`src/rtl/mod_mult.sv`:
```
// mod_mult: bit-serial shift-and-add modular multiplier, optional err port and operand range check via MODMULT_RANGE_CHECK_EN
module mod_mult #(
    parameter int MPWID = 32
) (
    input  logic             clk,
    input  logic             reset,
    input  logic             ds,
    input  logic [MPWID-1:0] mpand,
    input  logic [MPWID-1:0] mplier,
    input  logic [MPWID-1:0] modulus,
    output logic [MPWID-1:0] product,
    output logic             ready
`ifdef MODMULT_RANGE_CHECK_EN
    ,
    output logic             err
`endif
);
    typedef enum logic [1:0] {IDLE, BUSY, DONE} state_t;
    state_t state, state_n;
    logic [MPWID-1:0] mc, mp, m, acc;
    logic [MPWID-1:0] mc_n, mp_n, m_n, acc_n, product_n;
    logic ready_n;
    logic [MPWID:0] sum, dbl;
    logic [MPWID-1:0] sum_red, dbl_red;
    // one extra bit keeps the carry; operands below m make one subtraction enough
    assign sum = {1'b0, acc} + {1'b0, mc};
    assign dbl = {mc, 1'b0};
    assign sum_red = (sum >= {1'b0, m}) ? MPWID'(sum - {1'b0, m}) : sum[MPWID-1:0];
    assign dbl_red = (dbl >= {1'b0, m}) ? MPWID'(dbl - {1'b0, m}) : dbl[MPWID-1:0];
`ifdef MODMULT_RANGE_CHECK_EN
    logic bad, err_n;
    assign bad = (mpand >= modulus) || (mplier >= modulus) || (modulus == '0);
`endif
    always_comb begin
        state_n   = state;
        mc_n      = mc;
        mp_n      = mp;
        m_n       = m;
        acc_n     = acc;
        product_n = product;
        ready_n   = ready;
`ifdef MODMULT_RANGE_CHECK_EN
        err_n     = err;
`endif
        if (ds) begin
            mc_n    = mpand;
            mp_n    = mplier;
            m_n     = modulus;
            acc_n   = '0;
            ready_n = 1'b0;
            state_n = BUSY;
`ifdef MODMULT_RANGE_CHECK_EN
            err_n   = bad;
            state_n = bad ? DONE : BUSY;
`endif
        end else if (state == BUSY) begin
            state_n = (mp == '0) ? DONE : BUSY;
            acc_n   = (mp != '0 && mp[0]) ? sum_red : acc;
            mc_n    = (mp != '0) ? dbl_red : mc;
            mp_n    = mp >> 1;
        end else if (state == DONE) begin
            product_n = acc;
            ready_n   = 1'b1;
            state_n   = IDLE;
        end
    end
    always_ff @(posedge clk) begin
        if (reset) begin
            state   <= IDLE;
            mc      <= '0;
            mp      <= '0;
            m       <= '0;
            acc     <= '0;
            product <= '0;
            ready   <= 1'b0;
`ifdef MODMULT_RANGE_CHECK_EN
            err     <= 1'b0;
`endif
        end else begin
            state   <= state_n;
            mc      <= mc_n;
            mp      <= mp_n;
            m       <= m_n;
            acc     <= acc_n;
            product <= product_n;
            ready   <= ready_n;
`ifdef MODMULT_RANGE_CHECK_EN
            err     <= err_n;
`endif
        end
    end
endmodule

```
`config.mk`:
```
export PLATFORM = sky130hd
export DESIGN_NAME = mod_mult
export DESIGN_NICKNAME = d
export VERILOG_FILES = /design/src/rtl/mod_mult.sv
export SDC_FILE = /design/constraint.sdc
export NUM_CORES = 1
export LEC_CHECK = 0
export BUFFER_PORTS_ARGS = -buffer_cell sky130_fd_sc_hd__buf_2
export CORE_AREA = 8 8 173 175
export CTS_CLUSTER_SIZE = 30
export DETAILED_ROUTE_END_ITERATION = 10
export DIE_AREA = 0 0 181 183
export SETUP_SLACK_MARGIN = 0.2
export SLEW_MARGIN = 10
export SYNTH_ARGS = -nofsm -noshare
export SYNTH_HDL_FRONTEND = slang
export SYNTH_SLANG_ARGS = --single-unit
```
`constraint.sdc`:
```
create_clock -name clk -period 8.3 [get_ports clk]
set_clock_uncertainty 0.1 [all_clocks]
set_input_delay 1.66 -clock clk [delete_from_list [all_inputs] [get_ports clk]]
set_output_delay 1.66 -clock clk [all_outputs]
set_load 0.05 [all_outputs]
```
==> results of run 1 <==
[cell usage in the layout (no fill, tap or decap), drive strengths merged, types with 20 or more instances in the layout]
master,instances
a21o,46
a211oi,22
nand2,175
xor2,28
o21ai,84
nor2b,20
dfxtp,163
buf,138
a211o,20
inv,64
ha,98
nor2,183
a21oi,182
xnor2,53
mux2i,91
[metal layers]
metal / vias to the layer above / global-route usage
met4: 8 / 0.0577
li1: 5608 / -
met1: 5120 / 0.303
met2: 292 / 0.350
met5: - / 0
met3: 39 / 0.0526
[critical path: stages (launching register included)]
cell and delay, ns:
dfxtp_1 0.45, ha_1 0.25, fa_1 0.24, a21oi_1 0.11, o21ai_1 0.17, nor3b_1 0.43
nor2_1 0.13, a22oi_1 0.41, a21o_1 0.19, a21oi_1 0.07, xnor2_1 0.15, ha_1 0.37
nand3_1 0.14, nor4_1 0.25, and3_1 0.18, a21oi_1 0.06, a21boi_0 0.14, or3_1 0.15
or2_1 0.67, buf_4 0.44, nor3_1 0.10, a2111oi_2 0.35
[cell families (layout without fill, tap and decap cells)]
| group | after synthesis | count (layout) |
|---|---|---|
| flops | 163 | 163 |
| xor+xnor | 81 | 81 |
| compound gates | 466 | 466 |
| mux | 92 | 92 |
| simple gates | 484 | 484 |
| buf+inv | 134 | 227 |
| fa+ha+maj | 101 | 101 |
[final cells by class]
class	instances	area, sq um
fill	2763	14000
timing repair buffer	138	717
tap	346	433
clock buffer	18	439
sequential	163	3260
multi-input combinational	1224	8030
clock inverter	14	211
inverter	57	226
[Yosys cell counts, drive strengths merged, types with 10 or more instances]
master / instances / area, sq um
a211o: 20 / 175
a211oi: 22 / 170
a21o: 46 / 345
a21oi: 182 / 918
a311oi: 10 / 100
a31oi: 18 / 119
buf: 14 / 104
clkbuf: 63 / 236
dfxtp: 163 / 3260
ha: 98 / 1230
inv: 56 / 210
mux2i: 91 / 911
nand2: 175 / 662
nand2b: 10 / 62.6
nand3: 15 / 75.1
nand4: 19 / 119
nor2: 183 / 687
nor2b: 20 / 125
nor3: 16 / 80.1
nor4: 10 / 62.6
o211ai: 14 / 105
o21a: 11 / 82.6
o21ai: 84 / 424
or2: 12 / 75.1
xnor2: 53 / 464
xor2: 28 / 245
[power by group]
| group | total (mW) | internal (mW) | switching (mW) |
|---|---|---|---|
| Combinational | 0.985 | 0.400 | 0.584 |
| Clock | 0.892 | 0.523 | 0.370 |
| Sequential | 0.864 | 0.819 | 0.0448 |
| Total | 2.74 | 1.74 | 0.999 |
[registers in the layout, summed over array words and instances (netlist names)]
name / flops
acc: 32
mp: 32
state: 2
m: 32
product: 32
mc: 32
ready: 1
[how the worst min path moves through the flow]
stage                           start     endpoint  slack (ns)  cells past startpoint
final                      product[8]   product[8]        0.35                      2
after floorplan               acc[29]  product[29]        0.35                      2
after detailed placement   product[8]   product[8]        0.35                      2
after global routing      product[10]  product[10]        0.37                      2
after CTS                  product[8]   product[8]        0.35                      2
after global placement    product[26]  product[26]        0.34                      2
==> run metrics, run 1 <==
WL/cell 18.9 um; Routed Antenna Nets 0; Die ar. around 0.033 sq mm; Post-Place Cells approximately 1900; class of the worst hold path flip-flop to flip-flop; final core occ 0.487; Critical Path Source mc[0]; max-slew violation count 0; CTS H-tree depth 4; # port buffers about 130; R2R Path End acc[28]; die height 183 um; RSZ-0062 raised after global routing false; cts hold-fix bufs 0; Mapped Avg Cell Area just under 8 sq um; Worst Setup End Kind flip-flop; post-DP HPWL approximately 28 mm; met2 WL around 16 mm; grt ovf 0; peak supply drop 0.184 mV; Mapped Area approximately 0.012 sq mm; CTS Buffer Depth 2; Hold Slack around 0.35 ns; crit path kind flip-flop to flip-flop; Cell Pwr Density 206 mW/mm^2; post-cts gate resize count 0; Fin Setup TNS 0 ns; Worst Path Arrival between 5 and 6 ns; Synth Flop Type dfxtp_1; crit share post-route 0.684; #FFs+latches synth 163; Pre-Repair DR Iteration Count 5; DRT iter0 DRCs between 600 and 700; Synth async-reset ratio 0; clk slew on worst S/H paths around 0.070 ns; Ports ~130; # setup viols final 0; worst reg2reg startpoint mc[0]; CTS tree built; post-synthesis sequential area ratio 0.276; worst-skew pair later-pin latency 0.45 ns; CTS Root Cell clkbuf_16; Tot Pwr between 2 and 3 mW; initial antenna violation count 4; flop-to-flop setup slack 2.62 ns; Compound-Gate Fraction of Synth Area 0.251; crit path time final around 5.7 ns; Row Count 61; clk sinks around 160; crit path capture acc[28]; total setup buffers inserted after CTS 0; Place WS between 2 and 3 ns; fin cells about 2000; met3 routed wirelength roughly 2.2 mm; cell count of the worst reg-to-reg path 21; cell count after synthesis about 1500; Lkg Pwr about 6 nW; Placeable Area 0.0273 sq mm; layout cell share with drive strength beyond 1 0.125; Die X around 180 um; initial core utilization 0.433; Slew HR 0.188; Worst EP required ~8.5 ns; Critical Path Source Type flip-flop; post-synthesis simple-gate area fraction 0.179; Worst Path Max Fanout 19; fin area roughly 0.013 sq mm; max cap viols 0; vias in the first global route about 11000; Setup WS post-layout around 2.6 ns; placed instance area between 0.01 and 0.015 sq mm; outcome completed; Synth cell types between 70 and 80; post-synthesis xor/xnor area fraction 0.0600; Adder-Cell Fraction of Synth Area 0.109; post-synthesis net count 1721; multiplexer share of the synthesized area 0.0779; Final #Nets about 1800; Syn. warnings 0; final wirelength roughly 37 mm; drc violations 0; Worst-Margin Slew 1.22 ns; # diodes 0; Total GRT Usage 0.223; DRT met1 WL roughly 18 mm; Hold Violations, Final 0; pin count of the biggest net entering global routing between 80 and 90; max layer used met5; first-pass GRT wire length just under 60 mm; fmax between 150 and 200 MHz; number of synthesized flops with an enable pin 0; gpl congestion between 0.9 and 1; via count between 10000 and 15000; P&R area growth vs syn 12.6%; total CTS buffers 17; vias per cell around 5.6; main combinational cell family by area after synthesis compound AO/OA/AOI/OAI gates
No activity file was read; power rests on OpenSTA's default activity.
==> inputs of run 2 (changes only) <==
Clock period 8.3 ns to 5.9 ns, I/O delays scaled along.
==> run metrics, run 2 (synthesized netlist as in run 1, its figures left out) <==
Worst EP required 6.15 ns (-2.39 ns); switch share 0.390 (+0.0255); NetSw 1.47 mW (+47%); Critical Path Source Type flip-flop; Cell Pwr Density 283 mW/mm^2 (+38%); vias in the first global route 10700 (+0.0094%); Die ar. 0.0331 sq mm (unchanged); Hold Violations, Final 0 (unchanged); worst-skew pair later-pin latency 0.45 ns (about the same); CTS Buffer Depth 2 (unchanged); Worst Setup End Kind flip-flop; CTS tree built; Lkg Pwr 5.86 nW (-0.38%); via count 11100 (+0.49%); WL/cell 18.4 um (-2.5%); # diodes 0 (unchanged); worst-path cell chain ha_1 > fa_1 > a21oi_1 > o21ai_1 > nor3b_2 > o21ai_2 > nand4_1 > a31o_2 > a21oi_1 > xnor2_1 > ha_1 > nand4_1 > nor4_1 > and3_1 > a21oi_1 > a21boi_0 > or3_1 > or2_1 > buf_4 > mux2i_1 > a211oi_1; clk slew on worst S/H paths 0.08 ns (about the same); crit share post-route 0.883 (+0.199); layout cell share with drive strength beyond 1 0.126 (+0.00116); Pre-Repair DR Iteration Count 5 (unchanged); total CTS buffers 17 (unchanged); initial antenna violation count 3 (-1); Total GRT Usage 0.216 (-0.00721); die height 183 um (unchanged); class of the worst hold path flip-flop to flip-flop; CTS H-tree depth 4 (unchanged); Slew HR 0.235 (+0.0471); final wirelength 36.1 mm (-2.4%); Clk pwr share 0.314 (-0.012); CTS Root Cell clkbuf_16; most common cell after layout, fill and taps aside nor2_1; Final #Nets 1802 (+0.056%); gpl congestion 0.927 (+2.2%); total setup buffers inserted after CTS 0 (unchanged); P_int 2.30 mW (+32%); max-slew violation count 0 (unchanged); Worst Path Max Fanout 24 (+5); pin count of the biggest net entering global routing 88 (unchanged); Row Count 61 (unchanged); max cap viols 0 (unchanged); Die X 181 um (unchanged); DRT iter0 DRCs 799 (+22%); vias per cell 5.67 (+0.44%); outcome completed; final core occ 0.487 (-0.000916); crit path kind flip-flop to flip-flop; Worst-Margin Slew 1.15 ns (-0.0705 ns); Worst Path Arrival 5.46 ns (-0.47 ns); # setup viols final 0 (unchanged); max incr delay on CP 0.42 ns (-0.25 ns); initial core utilization 0.433 (unchanged); clk sinks 163 (unchanged); Ports 132 (unchanged); slowest library cell on the worst path fa_1; drc violations 0 (unchanged); peak supply drop 0.181 mV (-1.6%); Placeable Area 0.0273 sq mm (unchanged); RSZ-0062 raised after global routing false; Routed Antenna Nets 0 (unchanged); most frequent cells in the layout nor2_1 (182), a21oi_1 (180), nand2_1 (173), dfxtp_1 (163), buf_2 (129); Combinational Power Share 0.364 (+0.005); Reg power frac 0.321 (+0.006); crit path time final 5.21 ns (-0.470 ns); fmax 192 MHz (+9.0%); grt ovf 0 (unchanged); P&R area growth vs syn 12.4%; # port buffers 131 (unchanged); Fill cells 2828 (+2.4%); Worst path most repeated cell a21oi_1; Fin Setup TNS 0 ns (unchanged); first-pass GRT wire length 58.0 mm (-1.4%); post-DP HPWL 27.2 mm (-3.5%)
## run 2: timing repair
item / 4_1_cts / 5_1_grt
setup endpoints to repair: 0 / 12
hold buffers: 0 / 0
resized for setup: 0 / 1
## run 2: final timing paths
| check | startpoint | endpoint | slack, ns | depth (start not counted) |
|---|---|---|---|---|
| worst min register to register | product[16] | product[16] | 0.35 | 2 |
| worst max-delay path | mc[0] | acc[19] | 0.69 | 21 |
| worst max register to register | mc[0] | acc[19] | 0.69 | 21 |
| worst min-delay path | product[16] | product[16] | 0.35 | 2 |
## run 2: stage by stage
step | hold slack (ns) | instances | power, mW | area, sq um | setup WS, ns
finish | 0.352 | 1961 | 3.77 | 13300 | 0.690
global route | 0.372 | 1961 | 3.99 | 13300 | 0.283
CTS | 0.357 | 1961 | 3.77 | 13300 | 0.642
detailed placement | 0.346 | 1929 | 2.59 | 12700 | 0.672
global placement | 0.342 | 1929 | 2.58 | 12700 | 0.852
floorplan | 0.345 | 1521 | 2.30 | 11800 | 1.33
## run 2: power groups by stage
stage,Sequential (mW),Clock [mW],Combinational [mW]
2_1_floorplan,1.21,0,1.09
3_3_place_gp,1.23,0,1.35
3_5_place_dp,1.23,0,1.36
4_1_cts,1.21,1.20,1.37
5_1_grt,1.22,1.25,1.52
6_report,1.21,1.18,1.37
## run 2: per-layer routing
layer | vias up | share of wire | track usage
li1 | 5614 | - | -
met2 | 296 | 0.44 | 0.346
met1 | 5161 | 0.48 | 0.292
met5 | - | 0.0010 | 0
met3 | 44 | 0.059 | 0.0429
met4 | 6 | 0.017 | 0.0581
## run 2: worst max-delay path: cells and delay by family, from the launching register on
family,cells,cell delay (ns)
simple gates,7,1.44
xor+xnor,1,0.19
compound gates,8,1.52
buf+inv,1,0.28
mux,1,0.15
flops,1,0.37
fa+ha+maj,3,1.04
## run 2: layout make-up
cell class,count,area (sq um),area share
Inverter,57,226,0.0170
Clock inverter,15,188,0.0141
Sequential cell,163,3260,0.245
Multi-Input combinational cell,1224,8030,0.604
Timing Repair Buffer,139,724,0.0545
Clock buffer,17,425,0.0320
Tap cell,346,433,0.0326
==> inputs of run 3 (changes only) <==
Settings changed: REMOVE_ABC_BUFFERS from default to 1.
==> run metrics, run 3 (synthesized netlist as in run 1, its figures left out) <==
outcome completed; Worst EP required 6.15 ns (about the same); slowest library cell on the worst path ha_1; crit path kind flip-flop to flip-flop; Critical Path Source Type flip-flop; fin area 0.0133 sq mm (+0.28%); Worst Hold End product[23]; CTS Root Cell clkbuf_16; clk sinks 163 (unchanged); pin count of the biggest net entering global routing 71 (-19%); Fin Setup TNS 0 ns (unchanged); layout cell share with drive strength beyond 1 0.126 (-0.000155); final wirelength 35.1 mm (-2.8%); cts hold-fix bufs 0 (unchanged); post-cts gate resize count 0 (unchanged); grt ovf 0 (unchanged); Worst Setup End Kind flip-flop; Die X 181 um (unchanged); Slew HR 0.222 (-0.0128); crit path time final 5.19 ns (-0.0234 ns); CTS H-tree depth 4 (unchanged); Cell Pwr Density 284 mW/mm^2 (+0.24%); Placeable Area 0.0273 sq mm (unchanged); NetSw 1.47 mW (+0.39%); Worst Min Path Start product[23]; Tot Pwr 3.79 mW (+0.52%); gpl congestion 0.893 (-3.7%); Worst path most repeated cell ha_1; crit share post-route 0.879 (-0.00397); initial antenna violation count 1 (-2); RSZ-0062 raised after global routing false; flop-to-flop setup slack 0.71 ns (+0.02 ns); Final #Nets 1804 (+0.11%); Hold Violations, Final 0 (unchanged); Die ar. 0.0331 sq mm (unchanged); clk slew on worst S/H paths 0.08 ns (about the same); Fill cells 2770 (-2.1%); multi-input combinational cell area 0.00803 sq mm (about the same); Row Count 61 (unchanged); Post-Place Cells 1931 (+0.10%); fin cells 1964 (+0.15%); Clk pwr share 0.311 (-0.003); Worst-Margin Slew 1.16 ns (+0.0154 ns); CTS tree built; P&R area growth vs syn 12.7%; Total GRT Usage 0.208 (-0.00713); Worst Path Max Fanout 15 (-38%); max cap viols 0 (unchanged); total setup buffers inserted after CTS 0 (unchanged); Ports 132 (unchanged); most common cell after layout, fill and taps aside nor2_1; P_int 2.31 mW (+0.61%); sequential cell area 0.00326 sq mm (unchanged); Place WS 0.810 ns (+0.138 ns); Worst Path Arrival 5.44 ns (-0.02 ns); switch share 0.389 (-0.000532); Pre-Repair DR Iteration Count 5 (unchanged); initial core utilization 0.433 (unchanged); first-pass GRT wire length 57.0 mm (-1.6%); placed instance area 0.0127 sq mm (+0.21%); total CTS buffers 17 (unchanged); R2R Path End acc[16]; Lkg Pwr 5.89 nW (+0.38%); class of the worst hold path flip-flop to flip-flop; die height 183 um (unchanged); worst-path cell chain ha_1 > a2111oi_4 > o21ai_1 > nor2b_1 > a211o_1 > a31oi_2 > o221ai_2 > a41oi_1 > xnor2_1 > ha_1 > nand4_1 > nor4_1 > and3_1 > a21oi_1 > a21boi_0 > or3_1 > or2_1 > buf_4 > mux2i_1 > a211oi_1; most frequent cells in the layout nor2_1 (182), a21oi_1 (180), nand2_1 (173), dfxtp_1 (163), buf_2 (129); Setup WS post-layout 0.713 ns (+0.0234 ns); # setup viols final 0 (unchanged); peak supply drop 0.211 mV (+17%); WHS Path Cells 2 (unchanged); CTS Buffer Depth 2 (unchanged); Combinational Power Share 0.371 (+0.007); via count 11200 (+0.27%); worst reg2reg startpoint mc[4]; drc violations 0 (unchanged); max incr delay on CP 0.41 ns (about the same); worst-skew pair later-pin latency 0.45 ns (about the same); cell count of the worst reg-to-reg path 20 (-4.8%); Routed Antenna Nets 0 (unchanged); WL/cell 17.9 um (-3.0%); vias per cell 5.68 (+0.12%); DRT iter0 DRCs 708 (-11%); post-DP HPWL 26.2 mm (-3.5%); Reg power frac 0.318 (-0.003); fmax 193 MHz (+0.45%); # port buffers 131 (unchanged); vias in the first global route 10900 (+2.3%); max-slew violation count 0 (unchanged)
==> run 3: cell count changes in the layout (fill, tap and decap cells not counted) <==
cell        before  now
and2_1           2    3
clkinvlp_4       1    0
inv_12           1    3
buf_12           0    1
nor3b_2          2    1
nor3b_1          3    4
diode_2          0    1
inv_6            2    1
clkinv_4         1    2
and2_2           1    0
inv_8            5    4
buf_4            9   10
==> run 3: critical path: cells and delay by family, from the launching register on <==
kind,cells,cell delay [ns]
and+or+nand+nor,6,1.22
AOI/OAI and AO/OA,9,2.04
muxes,1,0.15
adders and majority gates,2,0.77
DFF,1,0.35
buffers and inverters,1,0.26
xor gates and xnor gates,1,0.19
==> run 3: metrics by stage <==
stage / hold WS, ns / util
2_1_floorplan: 0.339 / -
3_3_place_gp: 0.341 / 0.465
3_5_place_dp: 0.345 / 0.465
4_1_cts: 0.355 / 0.488
5_1_grt: 0.370 / 0.488
6_report: 0.354 / 0.488
==> run 3: worst max-delay path by stage <==
stage / startpoint / endpoint / slack [ns] / cells after the start
final: mc[4] / acc[16] / 0.71 / 20
after global routing: mc[0] / acc[4] / 0.31 / 21
after CTS: mc[0] / acc[28] / 0.75 / 21
after detailed placement: mc[0] / acc[28] / 0.81 / 21
after global placement: mc[4] / acc[30] / 0.84 / 20
after floorplan: mc[4] / acc[29] / 0.90 / 20
==> run 3: metal layers <==
| metal | share of wire | vias up | GRT usage |
|---|---|---|---|
| met2 | 0.44 | 295 | 0.337 |
| met5 | 0.00023 | - | 0 |
| met4 | 0.018 | 2 | 0.0538 |
| li1 | - | 5616 | - |
| met1 | 0.49 | 5186 | 0.281 |
| met3 | 0.052 | 52 | 0.0427 |
==> run 3: final cells by class <==
type | instances | share of cell area
repair buffers | 141 | 0.0564
clock buffers | 17 | 0.0319
multi-input cells | 1224 | 0.602
diodes | 1 | 0.000188
flip-flops and latches | 163 | 0.245
clock inverters | 15 | 0.0151
inverters | 57 | 0.0170
well taps | 346 | 0.0325
==> run 3: power by group through the flow <==
stage | combinational (mW) | sequential, mW | clock, mW
5_1_grt | 1.55 | 1.21 | 1.25
2_1_floorplan | 1.03 | 1.21 | 0
3_5_place_dp | 1.38 | 1.23 | 0
4_1_cts | 1.39 | 1.20 | 1.20
3_3_place_gp | 1.38 | 1.23 | 0
6_report | 1.40 | 1.20 | 1.18
